<file path="src/rtl/count_bcd_converter.sv">
// count_bcd_converter
// Converts the binary up/down counter value into packed BCD digits using a
// sequential shift-add-3 (double-dabble) engine that retires one bit per clock.
// A conversion is launched from IDLE by a start pulse or, when AUTO is set, by
// any difference between the live count and the last value converted.
module count_bcd_converter #(
  parameter int WIDTH  = 8,
  parameter int DIGITS = 3,
  parameter bit AUTO   = 1'b1
) (
  input  logic                  clk,
  input  logic                  reset,
  input  logic [WIDTH-1:0]      count,
  input  logic                  start,
  output logic [4*DIGITS-1:0]   bcd,
  output logic                  valid,
  output logic                  busy
);

  localparam int DW = 4 * DIGITS;
  localparam int BW = $clog2(WIDTH + 1);
  localparam logic [BW-1:0] BIT_ONE  = BW'(1);
  localparam logic [BW-1:0] BIT_LOAD = BW'(WIDTH);

  // Integer power used only for the elaboration-time range check below.
  function automatic longint unsigned pow_u(input int unsigned base, input int unsigned e);
    longint unsigned r;
    r = 64'd1;
    for (int unsigned i = 0; i < e; i++) begin
      r = r * base;
    end
    return r;
  endfunction

  // Enough decimal digits must exist to hold the largest binary count.
  if ((WIDTH < 1) || (WIDTH > 16) || (pow_u(10, DIGITS) < pow_u(2, WIDTH))) begin : g_bad_params
    $error("count_bcd_converter: WIDTH must be 1..16 and 10**DIGITS >= 2**WIDTH");
  end

  // Double-dabble correction: every digit of 5 or more gets +3 so that the
  // following left shift carries correctly into the next decimal digit.
  // The corrected value never exceeds 12, so 4-bit arithmetic cannot overflow.
  function automatic logic [DW-1:0] add3_digits(input logic [DW-1:0] d);
    logic [DW-1:0] r;
    r = d;
    for (int i = 0; i < DIGITS; i++) begin
      if (d[4*i +: 4] >= 4'd5) begin
        r[4*i +: 4] = d[4*i +: 4] + 4'd3;
      end else begin
        r[4*i +: 4] = d[4*i +: 4];
      end
    end
    return r;
  endfunction

  typedef enum logic [1:0] {
    ST_IDLE  = 2'd0,
    ST_SHIFT = 2'd1,
    ST_DONE  = 2'd2
  } state_e;

  state_e            state_q, state_d;
  logic [WIDTH-1:0]  bin_sr_q, bin_sr_d;
  logic [DW-1:0]     dig_sr_q, dig_sr_d;
  logic [BW-1:0]     bitcnt_q, bitcnt_d;
  logic [WIDTH-1:0]  last_count_q, last_count_d;
  logic [DW-1:0]     bcd_q, bcd_d;
  logic              valid_q, valid_d;
  logic              busy_q, busy_d;
  logic              trigger_s;
  logic [DW-1:0]     adj_s;

  // A start request and an auto-detected change collapse into one trigger.
  assign trigger_s = start | ((AUTO == 1'b1) && (count != last_count_q));

  // Next-state logic for the converter sequencer and its datapath registers.
  always_comb begin
    state_d      = state_q;
    bin_sr_d     = bin_sr_q;
    dig_sr_d     = dig_sr_q;
    bitcnt_d     = bitcnt_q;
    last_count_d = last_count_q;
    bcd_d        = bcd_q;
    valid_d      = 1'b0;
    adj_s        = add3_digits(dig_sr_q);

    case (state_q)
      ST_IDLE: begin
        if (trigger_s) begin
          bin_sr_d     = count;
          last_count_d = count;
          dig_sr_d     = {DW{1'b0}};
          bitcnt_d     = BIT_LOAD;
          state_d      = ST_SHIFT;
        end else begin
          state_d      = ST_IDLE;
        end
      end
      ST_SHIFT: begin
        {dig_sr_d, bin_sr_d} = {adj_s, bin_sr_q} << 1'b1;
        bitcnt_d = bitcnt_q - BIT_ONE;
        if (bitcnt_q == BIT_ONE) begin
          state_d = ST_DONE;
        end else begin
          state_d = ST_SHIFT;
        end
      end
      ST_DONE: begin
        bcd_d   = dig_sr_q;
        valid_d = 1'b1;
        state_d = ST_IDLE;
      end
      default: begin
        state_d = ST_IDLE;
      end
    endcase

    busy_d = (state_d != ST_IDLE);
  end

  // State and output registers; reset aborts any conversion in flight.
  always_ff @(posedge clk or negedge reset) begin
    if (!reset) begin
      state_q      <= ST_IDLE;
      bin_sr_q     <= {WIDTH{1'b0}};
      dig_sr_q     <= {DW{1'b0}};
      bitcnt_q     <= {BW{1'b0}};
      last_count_q <= {WIDTH{1'b0}};
      bcd_q        <= {DW{1'b0}};
      valid_q      <= 1'b0;
      busy_q       <= 1'b0;
    end else begin
      state_q      <= state_d;
      bin_sr_q     <= bin_sr_d;
      dig_sr_q     <= dig_sr_d;
      bitcnt_q     <= bitcnt_d;
      last_count_q <= last_count_d;
      bcd_q        <= bcd_d;
      valid_q      <= valid_d;
      busy_q       <= busy_d;
    end
  end

  assign bcd   = bcd_q;
  assign valid = valid_q;
  assign busy  = busy_q;

endmodule
</file>
<file path="config.mk">
export PLATFORM = sky130hd
export DESIGN_NAME = count_bcd_converter
export DESIGN_NICKNAME = d
export VERILOG_FILES = /design/src/rtl/count_bcd_converter.sv
export SDC_FILE = /design/constraint.sdc
export NUM_CORES = 1
export LEC_CHECK = 0
export ABC_AREA = 1
export BUFFER_PORTS_ARGS = -buffer_cell sky130_fd_sc_hd__buf_2
export CAP_MARGIN = 25
export CORE_ASPECT_RATIO = 1.5
export CORE_UTILIZATION = 58
export CTS_CLUSTER_DIAMETER = 150
export DETAILED_ROUTE_END_ITERATION = 8
export PLACE_DENSITY = 0.79
export SLEW_MARGIN = 20
export SYNTH_ARGS = -nofsm -noshare
export SYNTH_HDL_FRONTEND = slang
export SYNTH_SLANG_ARGS = --single-unit
export TNS_END_PERCENT = 20
</file>
<file path="constraint.sdc">
create_clock -name clk -period 1.7 [get_ports clk]
set_clock_uncertainty 0.1 [all_clocks]
set_input_delay 0.255 -clock clk [delete_from_list [all_inputs] [get_ports clk]]
set_output_delay 0.255 -clock clk [all_outputs]
set_load 0.01 [all_outputs]
</file>
== Word level (Yosys, flattened, before mapping) ==
Index checks and enable logic that the tools add are counted.

* Flip-flop bits (word level): 48
* Bits of input ports: 11

* $add $sub $neg: 4
* Magnitude comparators: 3
* Equal/unequal tests: 5
* Muxes and demuxes: 13
* Bitwise operators: 1
* Reduce and logical (&&, ||, !) cells: 5

{| class="wikitable"
|+ Operators with widths
! cell !! count
|-
| case mux 12 bit (2 select lines) || 1
|-
| case mux 8 bit (2 select lines) || 1
|-
| greater-or-equal comparator 4 x 3 -> 1 bit, second input constant || 3
|-
| 2-to-1 mux 12 bit || 1
|-
| 2-to-1 mux 4 bit || 3
|-
| adder 4 x 2 -> 4 bit, second input constant || 2
|-
| 2-to-1 mux 8 bit || 1
|-
| inequality test 8 bit || 1
|-
| case mux 4 bit (2 select lines) || 1
|-
| equality test 4 x 1 -> 1 bit, second input constant || 1
|-
| case mux 2 bit (2 select lines) || 1
|-
| AND reduction 2 bit || 2
|-
| nonzero test 2 bit || 2
|-
| subtractor 4 x 1 -> 4 bit, second input constant || 1
|-
| adder 3 x 2 -> 3 bit, second input constant || 1
|-
| 2-to-1 mux 3 bit || 1
|-
| equality test 2 x 1 -> 1 bit, second input constant || 1
|-
| equality test 2 bit, second input constant || 1
|-
| logical NOT 2 bit || 1
|-
| 2-to-1 mux 1 bit || 2
|-
| 2-to-1 mux 2 bit || 1
|-
| inequality test 2 bit, second input constant || 1
|-
| bitwise OR 1 bit || 1
|}

== Longest topological paths before layout ==
Gate-level depths: netlist of run 1.

* Depth after elaboration: 5
* Mapped depth: 10
* Depth with buffers taken out: 10

== Worst setup path after synthesis of run 1 ==
OpenSTA, ideal clock, no wires.

* Kind: register to register
* Start point: register dig_sr_q[4]
* End point: register dig_sr_q[6]
* Library setup time: 120 ps
* Data arrival time: 1214 ps
* Data required time: 1480 ps
* Slack: 266 ps
* Stages on the path, launching flop included: 9
* Buffers on the path: 0
* Clock period less this slack: 1434 ps
* Cell sequence: dfrtp_1 -> inv_1 -> ha_1 -> inv_1 -> nor2_1 -> o21ai_0 -> a21oi_1 -> o21ai_0 -> nand2_1

* Word-level cells in the longest chain between the ends: 3

{| class="wikitable"
|+ RTL lines
! what !! RTL line !! text
|-
| start: declaration || 64 || <nowiki>logic [DW-1:0] dig_sr_q, dig_sr_d;</nowiki>
|-
| start signal: assignment || 126 || <nowiki>dig_sr_q <= {DW{1'b0}};</nowiki>
|-
| start signal: assignment || 135 || <nowiki>dig_sr_q <= dig_sr_d;</nowiki>
|-
| adder 4 x 2 -> 4 bit / greater-or-equal comparator 4 x 3 -> 1 bit (equally long branches) || 48, 47 ||
|-
| 2-to-1 mux 4 bit (*) || 47 || <nowiki>if (d[4*i +: 4] >= 4'd5) begin</nowiki>
|-
| case mux 12 bit (2 select lines) (*) || 87 || <nowiki>case (state_q)</nowiki>
|}

Every way passes the cells marked *; elsewhere a longest branch is shown, timed or not.
A chain may end at the register's enable or synchronous reset.

== Final worst setup path of run 1 ==
* Start point: register state_q[0]
* End point: register bin_sr_q[1]

* Word-level cells in the longest chain between the ends: 3

{| class="wikitable"
|+ RTL lines
! what !! RTL line !! text
|-
| start: declaration || 62 || <nowiki>state_e state_q, state_d;</nowiki>
|-
| start signal: assignment || 133 || <nowiki>state_q <= state_d;</nowiki>
|-
| equality test 2 x 1 -> 1 bit / logical NOT 2 bit (equally long branches) || 87 ||
|-
| nonzero test 2 bit (no line) / inequality test 2 bit (equally long branches) || - ||
|-
| AND reduction 2 bit (no line) || - ||
|-
| end signal: assignment || 125 || <nowiki>bin_sr_q <= {WIDTH{1'b0}};</nowiki>
|-
| end signal: assignment || 134 || <nowiki>bin_sr_q <= bin_sr_d;</nowiki>
|-
| end: declaration || 63 || <nowiki>logic [WIDTH-1:0] bin_sr_q, bin_sr_d;</nowiki>
|}

Several ways; a longest one is shown, not always the timed one.

==> flow_summary.rst, run 1 <==
.. list-table::
   :header-rows: 1

   * - Metric
     - Value
   * - Post-synth top cells
     - 91 x nand2_1, 48 x dfrtp_1, 35 x inv_1, 34 x o21ai_0, 22 x nand3_1
   * - Final layout net count
     - 339
   * - Post-Syn Area per Cell
     - 8.23 um2
   * - Leak pwr
     - roughly 1.5 nW
   * - Data arrival time of the worst path
     - 1.71 ns
   * - Buffers on Ports
     - 24
   * - Sequential-to-total area share from yosys stat
     - 49.8%
   * - Clk Latency, worst-skew pair
     - 0.30 ns
   * - Summed negative setup slack over all endpoints
     - 0 ns
   * - Relative slew slack
     - 57.7%
   * - Initial core utilization
     - 60.9%
   * - Register-to-Register Setup Slack
     - 0.09 ns
   * - Ratio of final minimum period to clock period
     - 94.8%
   * - Hold Fails Final Rpt
     - 0
   * - Async set-or-reset flop fraction in the synthesized netlist
     - 100%
   * - Synth area leader
     - dfrtp_1
   * - Area growth syn-to-layout
     - 12.7%
   * - Highest ir drop seen on vdd
     - about 1.2 mV
   * - # rows
     - 28
   * - I/O Pins
     - 25
   * - EDFF count, synth
     - 0
   * - Number of unique standard cell types used by synthesis
     - 23
   * - Setup repair after global routing missed its margin
     - yes
   * - Clock net sink count
     - 48
   * - Syn_nets
     - roughly 310
   * - Commonest register cell after synthesis
     - dfrtp_1
   * - DRC violation count after routing
     - 0
   * - Maximum level of the CTS H-tree
     - 2
   * - Antenna violations before repair
     - 0
   * - Max_cap viols
     - 0
   * - Final setup vio count
     - 0
   * - Slew at the pin closest to its max-slew limit
     - 0.633 ns
   * - Mean number of vias per cell
     - 5.11
   * - Total track usage
     - 21.8%
   * - Number of buffers inserted by post-CTS setup repair
     - 0
   * - Utilization of the core after routing
     - 68.7%
   * - Detailed-placement wirelength estimate
     - 2850 um
   * - Count of antenna diodes in the layout
     - 0
   * - Slowest library cell on the worst path
     - inv_2
   * - Most repeated cell in the gate-level netlist after synthesis
     - nand2_1
   * - Via count
     - between 1,500 and 2,000
   * - Hold Path Class
     - input port to flip-flop
   * - Fillers
     - around 330
   * - Outcome
     - finished clean
   * - Origin of the worst setup path
     - state_q[0]$_DFF_PN0_
   * - Power density over cell area
     - about 1900 nW/um2
   * - Worst hold slack after final layout
     - 0.114 ns
   * - Die area
     - 4430 um2
   * - Vias in the first global route
     - 1,681
   * - Total congestion overflow after global routing
     - 0
   * - TritonCTS Buffers
     - 5
   * - RR Startpoint
     - state_q[0]$_DFF_PN0_
   * - Clock Root Buffer
     - clkbuf_8
   * - Maximum single-stage delay on the critical path
     - 0.46 ns
   * - Clock slew at the register clock pins of the worst setup and hold paths
     - 0.09 ns
   * - Wire length of the first global-routing pass
     - 7010 um
   * - Timing endpoint of the critical path
     - bin_sr_q[1]$_DFFE_PN0P_
   * - Die width
     - 54.7 um
   * - Share of the synthesized area in the top cell type
     - roughly half
   * - Final WL
     - 4070 um
   * - Final Wtd Congestion
     - 0.781
   * - Classification of the worst setup path
     - flip-flop to flip-flop
   * - Synthesized instance count
     - between 200 and 300
   * - Placeable Area
     - 3960 um2
   * - Die Y
     - 81.0 um
   * - Pins over their slew limit
     - 0
   * - Number of warnings printed during yosys synthesis
     - 0
   * - Worst reg2reg endpoint
     - bin_sr_q[1]$_DFFE_PN0P_
   * - Share of layout cells above drive strength 1
     - 17.4%
   * - CTS tree
     - yes
   * - Post-layout minimum cycle time
     - ~1.6 ns
   * - Fmax
     - 0.620 GHz
   * - Netlist area before placement
     - 2410 um2
   * - Largest net degree at the start of global routing
     - 49
   * - Post-route standard cell area excluding fillers
     - 2720 um2
   * - Largest fanout on the critical path
     - 35
   * - Final antenna-violating net count
     - 0
   * - 1st-pass router iterations
     - 4
   * - Crit path required time
     - 1.80 ns
   * - Iteration-0 DRC Markers
     - between 50 and 60
   * - Buffers from clock root to sink, at most
     - 2
   * - Yosys reg bits
     - 48
   * - Leading post-synthesis cells by cell area
     - dfrtp_1 50%, nand2_1 14%, o21ai_0 7.1%, inv_1 5.4%, nand3_1 4.6%
   * - WL per Instance
     - 11.1 um
   * - Setup crit end kind
     - flip-flop
   * - Kind of start point of the critical path
     - flip-flop
   * - Post-placement cell area
     - 2590 um2
   * - Length in cells of the worst reg-to-reg path
     - 6
   * - Most repeated library cell on the critical path
     - nand2_1
   * - Critical path, cell by cell
     - inv_1 > nor2_2 > inv_2 > nand2_2 > nand2_1 > nand2_1
[where the power goes]
group	switching [mW]	internal [mW]
registers	0.375	1.68
logic	1.45	0.954
clock network	0.369	0.437
[worst max-delay path, delay by kind of cell, from the launching register on]
family / cells / cell delay (ns)
buffers and inverters: 2 / 0.53
DFF: 1 / 0.41
and+or+nand+nor: 4 / 0.46
[metrics by stage]
step | cells | power, mW | setup slack [ns]
global route | 366 | 5.85 | -0.0881
detailed placement | 357 | 4.47 | 0.0702
floorplan | 293 | 3.87 | 0.266
global placement | 357 | 4.38 | 0.0832
CTS | 366 | 5.28 | 0.0775
finish | 366 | 5.26 | 0.0884
[cell families (layout without fill, tap and decap cells)]
kind of cell / after synthesis / count (layout) / synth area share, %
buffers and inverters: 47 / 75 / 8.35
adders and majority gates: 8 / 8 / 4.15
and+or+nand+nor: 139 / 139 / 25.9
xor gates and xnor gates: 4 / 4 / 1.45
AOI/OAI and AO/OA: 47 / 47 / 10.3
DFF: 48 / 48 / 49.8
[cell type report]
cell class | count | area (um2) | area share (%)
Sequential cell | 48 | 1200 | 44.2
Timing Repair Buffer | 31 | 200 | 7.36
Inverter | 36 | 135 | 4.97
Clock inverter | 2 | 35.0 | 1.29
Multi-Input combinational cell | 198 | 1020 | 37.4
Tap cell | 45 | 56.3 | 2.07
Clock buffer | 6 | 72.6 | 2.67
[cells in the final DEF (no fill, tap or decap), drive strengths merged]
master	Yosys	final
or2	3	3
xnor2	3	3
inv	36	36
xor2	1	1
clkinv	0	1
clkbuf	5	6
nor3	1	1
dlygate4sd3	0	1
o21bai	1	1
dfrtp	48	48
nand3	32	32
o21ai	34	34
a21oi	9	9
nor2	11	11
buf	6	30
bufinv	0	1
nand2	92	92
ha	8	8
a21boi	1	1
o211ai	2	2
[registers in the layout, summed over array words and instances, names as in the netlist]
name and cells:
busy 1, bin_sr_q 8, bitcnt_q 4, valid 1, state_q 2, bcd 12, last_count_q 8, dig_sr_q 12
[repair_timing]
action | in CTS | in global routing
hold endpoints to repair | 48 | 0
hold buffers | 1 | 0
endpoints found under the setup margin | 0 | 13
gates resized for setup | 0 | 6
[metal layers]
metal / track usage [%] / part of all wire (%) / vias to the layer above
met5: 0 / 0 / -
met2: 38.4 / 51 / 35
li1: - / - / 982
met3: 5.06 / 3.4 / 6
met4: 7.69 / 1.5 / 0
met1: 24.5 / 44 / 849
[worst min path at each step]
stage,from,to,slack (ns),cells after the start
floorplan,reset,bcd[0]$_DFFE_PN0P_,-0.14,0
global placement,reset,valid$_DFF_PN0_,0.16,2
detailed placement,reset,valid$_DFF_PN0_,0.16,2
CTS,count[7],last_count_q[7]$_DFFE_PN0P_,0.10,3
global route,count[7],last_count_q[7]$_DFFE_PN0P_,0.14,3
finish,count[7],last_count_q[7]$_DFFE_PN0P_,0.11,3
Power figures use the tool's default switching activity.
==> inputs of run 2 (changes only) <==
--- a/config.mk
+++ b/config.mk
@@ -13,6 +13,7 @@
 export CTS_CLUSTER_DIAMETER = 150
 export DETAILED_ROUTE_END_ITERATION = 8
 export PLACE_DENSITY = 0.79
+export SETUP_SLACK_MARGIN = 0.3
 export SLEW_MARGIN = 20
 export SYNTH_ARGS = -nofsm -noshare
 export SYNTH_HDL_FRONTEND = slang
==> run 2 against run 1 <==
Against the previous run:
- sequential cell count is the same
- critical path depth grew 3
- die area is the same
- global-route usage shrank 0.051 points
- via count grew 2.7%
==> flow_summary.rst, run 2 (synthesized netlist as in run 1, its figures left out) <==
.. list-table::
   :header-rows: 1

   * - Metric
     - Value
   * - Final setup vio count
     - 0 (unchanged)
   * - Total congestion overflow after global routing
     - 0 (unchanged)
   * - Max_cap viols
     - 0 (unchanged)
   * - Utilization of the core after routing
     - 71.2% (+2.6 points)
   * - Via count
     - 1,922 (+2.7%)
   * - Total track usage
     - 21.7% (-0.051 points)
   * - Setup repair after global routing missed its margin
     - yes
   * - Hold Fails Final Rpt
     - 0 (unchanged)
   * - Share of layout cells above drive strength 1
     - 23.9% (+6.4 points)
   * - Most repeated library cell on the critical path
     - nand2_1
   * - Most common library cell in the layout ignoring fill and taps
     - nand2_1
   * - PnR worst setup slack
     - 0.122 ns (+0.0335 ns)
   * - Clock slew at the register clock pins of the worst setup and hold paths
     - 0.09 ns (about the same)
   * - Outcome
     - finished clean
   * - Area growth syn-to-layout
     - 16.9%
   * - Sequential standard cell area
     - 1200 um2 (+0.21%)
   * - Final antenna-violating net count
     - 0 (unchanged)
   * - Inst Count DP
     - 356 (-0.28%)
   * - Final layout net count
     - 345 (+1.8%)
   * - Kind of start point of the critical path
     - flip-flop
   * - DRC violation count after routing
     - 0 (unchanged)
   * - Wire length of the first global-routing pass
     - 7130 um (+1.7%)
   * - Largest net degree at the start of global routing
     - 49 (unchanged)
   * - Vias in the first global route
     - 1,751 (+4.2%)
   * - Die Y
     - 81.0 um (unchanged)
   * - Crit path required time
     - 1.84 ns (+0.04 ns)
   * - Clk Latency, worst-skew pair
     - 0.30 ns (about the same)
   * - Final Wtd Congestion
     - 0.771 (-1.3%)
   * - Mean number of vias per cell
     - 5.17 (+1.0%)
   * - Antenna violations before repair
     - 0 (unchanged)
   * - I/O Pins
     - 25 (unchanged)
   * - Fmax
     - 0.634 GHz (+2.1%)
   * - Total power draw
     - 5.64 mW (+7.2%)
   * - Data arrival time of the worst path
     - 1.72 ns (about the same)
   * - Ratio of final minimum period to clock period
     - 92.8% (-2.0 points)
   * - Maximum level of the CTS H-tree
     - 2 (unchanged)
   * - Leak pwr
     - 1.49 nW (+2.5%)
   * - Clock Root Buffer
     - clkbuf_8
   * - Post-layout minimum cycle time
     - 1.58 ns (-0.0335 ns)
   * - Placeable Area
     - 3960 um2 (unchanged)
   * - Die width
     - 54.7 um (unchanged)
   * - Relative slew slack
     - 61.2% (+3.4 points)
   * - Pins over their slew limit
     - 0 (unchanged)
   * - WL per Instance
     - 12.0 um (+7.8%)
   * - Maximum single-stage delay on the critical path
     - 0.40 ns (-0.06 ns)
   * - Hold Path Class
     - input port to flip-flop
   * - Count of antenna diodes in the layout
     - 0 (unchanged)
   * - Final WL
     - 4460 um (+9.5%)
   * - Layout Cells excl Fill
     - 372 (+1.6%)
   * - Detailed-placement wirelength estimate
     - 2880 um (+0.75%)
   * - Fillers
     - 326 (-0.91%)
   * - Clock net sink count
     - 48 (unchanged)
   * - Iteration-0 DRC Markers
     - 41 (-25%)
   * - Post-placement setup slack
     - 0.0886 ns (+0.0184 ns)
   * - Setup crit end kind
     - flip-flop
   * - Post-placement cell area
     - 2570 um2 (-0.77%)
   * - Buffers from clock root to sink, at most
     - 2 (unchanged)
   * - # rows
     - 28 (unchanged)
   * - Power density over cell area
     - 2000 nW/um2 (+3.4%)
   * - Highest ir drop seen on vdd
     - 1.15 mV (-2.7%)
   * - Classification of the worst setup path
     - flip-flop to flip-flop
   * - Area occupied by multi-input gates
     - 1060 um2 (+3.8%)
   * - Summed negative setup slack over all endpoints
     - 0 ns (unchanged)
   * - 1st-pass router iterations
     - 4 (unchanged)
   * - Initial core utilization
     - 60.9% (unchanged)
   * - Die area
     - 4430 um2 (unchanged)
   * - Largest fanout on the critical path
     - 6 (-83%)
   * - Commonest non-fill, non-tap cells in the layout
     - 89 x nand2_1, 45 x dfrtp_1, 31 x o21ai_0
   * - Post-route standard cell area excluding fillers
     - 2820 um2 (+3.7%)
   * - Buffers on Ports
     - 24 (unchanged)
   * - Critical path, cell by cell
     - nand2_1 > nand2_1 > nor2_1 > nand3_2 > o21bai_4 > buf_4 > clkbuf_16 > nand3_2 > nand2_1
   * - TritonCTS Buffers
     - 5 (unchanged)
   * - Worst hold slack after final layout
     - 0.108 ns (-0.00539 ns)
   * - Slew at the pin closest to its max-slew limit
     - 0.582 ns (-0.0505 ns)
   * - Slowest library cell on the worst path
     - dfrtp_1
   * - CTS tree
     - yes
-- run 2: changes by cell type in the layout (fill, tap and decap cells not counted), sizes merged --
| cell | delta |
|---|---|
| clkbuf | +1 |
| buf | +5 |
-- run 2: final cells by class --
| class | count | share of cell area (%) |
|---|---|---|
| multi-input cells | 198 | 37.4 |
| inverters | 36 | 4.88 |
| repair buffers | 37 | 9.14 |
| well taps | 45 | 2.00 |
| flip-flops and latches | 48 | 42.7 |
| clock inverters | 2 | 1.24 |
| clock buffers | 6 | 2.57 |
-- run 2: what timing repair did --
item / 4_1_cts / 5_1_grt
resized for setup: 7 / 18
cloned: 0 / 2
setup buffers: 1 / 4
hold buffers: 1 / 0
endpoints found under the setup margin: 33 / 40
hold endpoints to repair: 48 / 0
pin swaps: 4 / 3
-- run 2: worst paths after layout --
check                      slack [ns]                           to  depth (start not counted)                         from
max in group asynchronous        0.61      dig_sr_q[8]$_DFFE_PN0P_                          3                        reset
max reg2reg                      0.12      dig_sr_q[8]$_DFFE_PN0P_                          9  last_count_q[5]$_DFFE_PN0P_
min                              0.11  last_count_q[7]$_DFFE_PN0P_                          3                     count[7]
min in group asynchronous        0.47      dig_sr_q[2]$_DFFE_PN0P_                          3                        reset
min reg2reg                      0.37              valid$_DFF_PN0_                          1         state_q[0]$_DFF_PN0_
max                              0.12      dig_sr_q[8]$_DFFE_PN0P_                          9  last_count_q[5]$_DFFE_PN0P_
-- run 2: metal layers --
layer / GRT usage (%) / up-vias / part of all wire (%)
met5: 0 / - / 0
met4: 6.92 / 0 / 1.6
met3: 5.06 / 7 / 3.5
met2: 38.3 / 42 / 52
met1: 24.8 / 880 / 43
li1: - / 993 / -
-- run 2: power breakdown --
group	internal (mW)	switching (mW)	leakage (nW)
Clock	0.437	0.376	0.0552
Sequential	1.68	0.379	0.589
Combinational	1.14	1.62	0.846
-- run 2: critical path: cells and delay by family (launching register included) --
family / cells / cell delay, ns
AOI/OAI and AO/OA: 1 / 0.21
buffers and inverters: 2 / 0.31
DFF: 1 / 0.40
and+or+nand+nor: 6 / 0.50
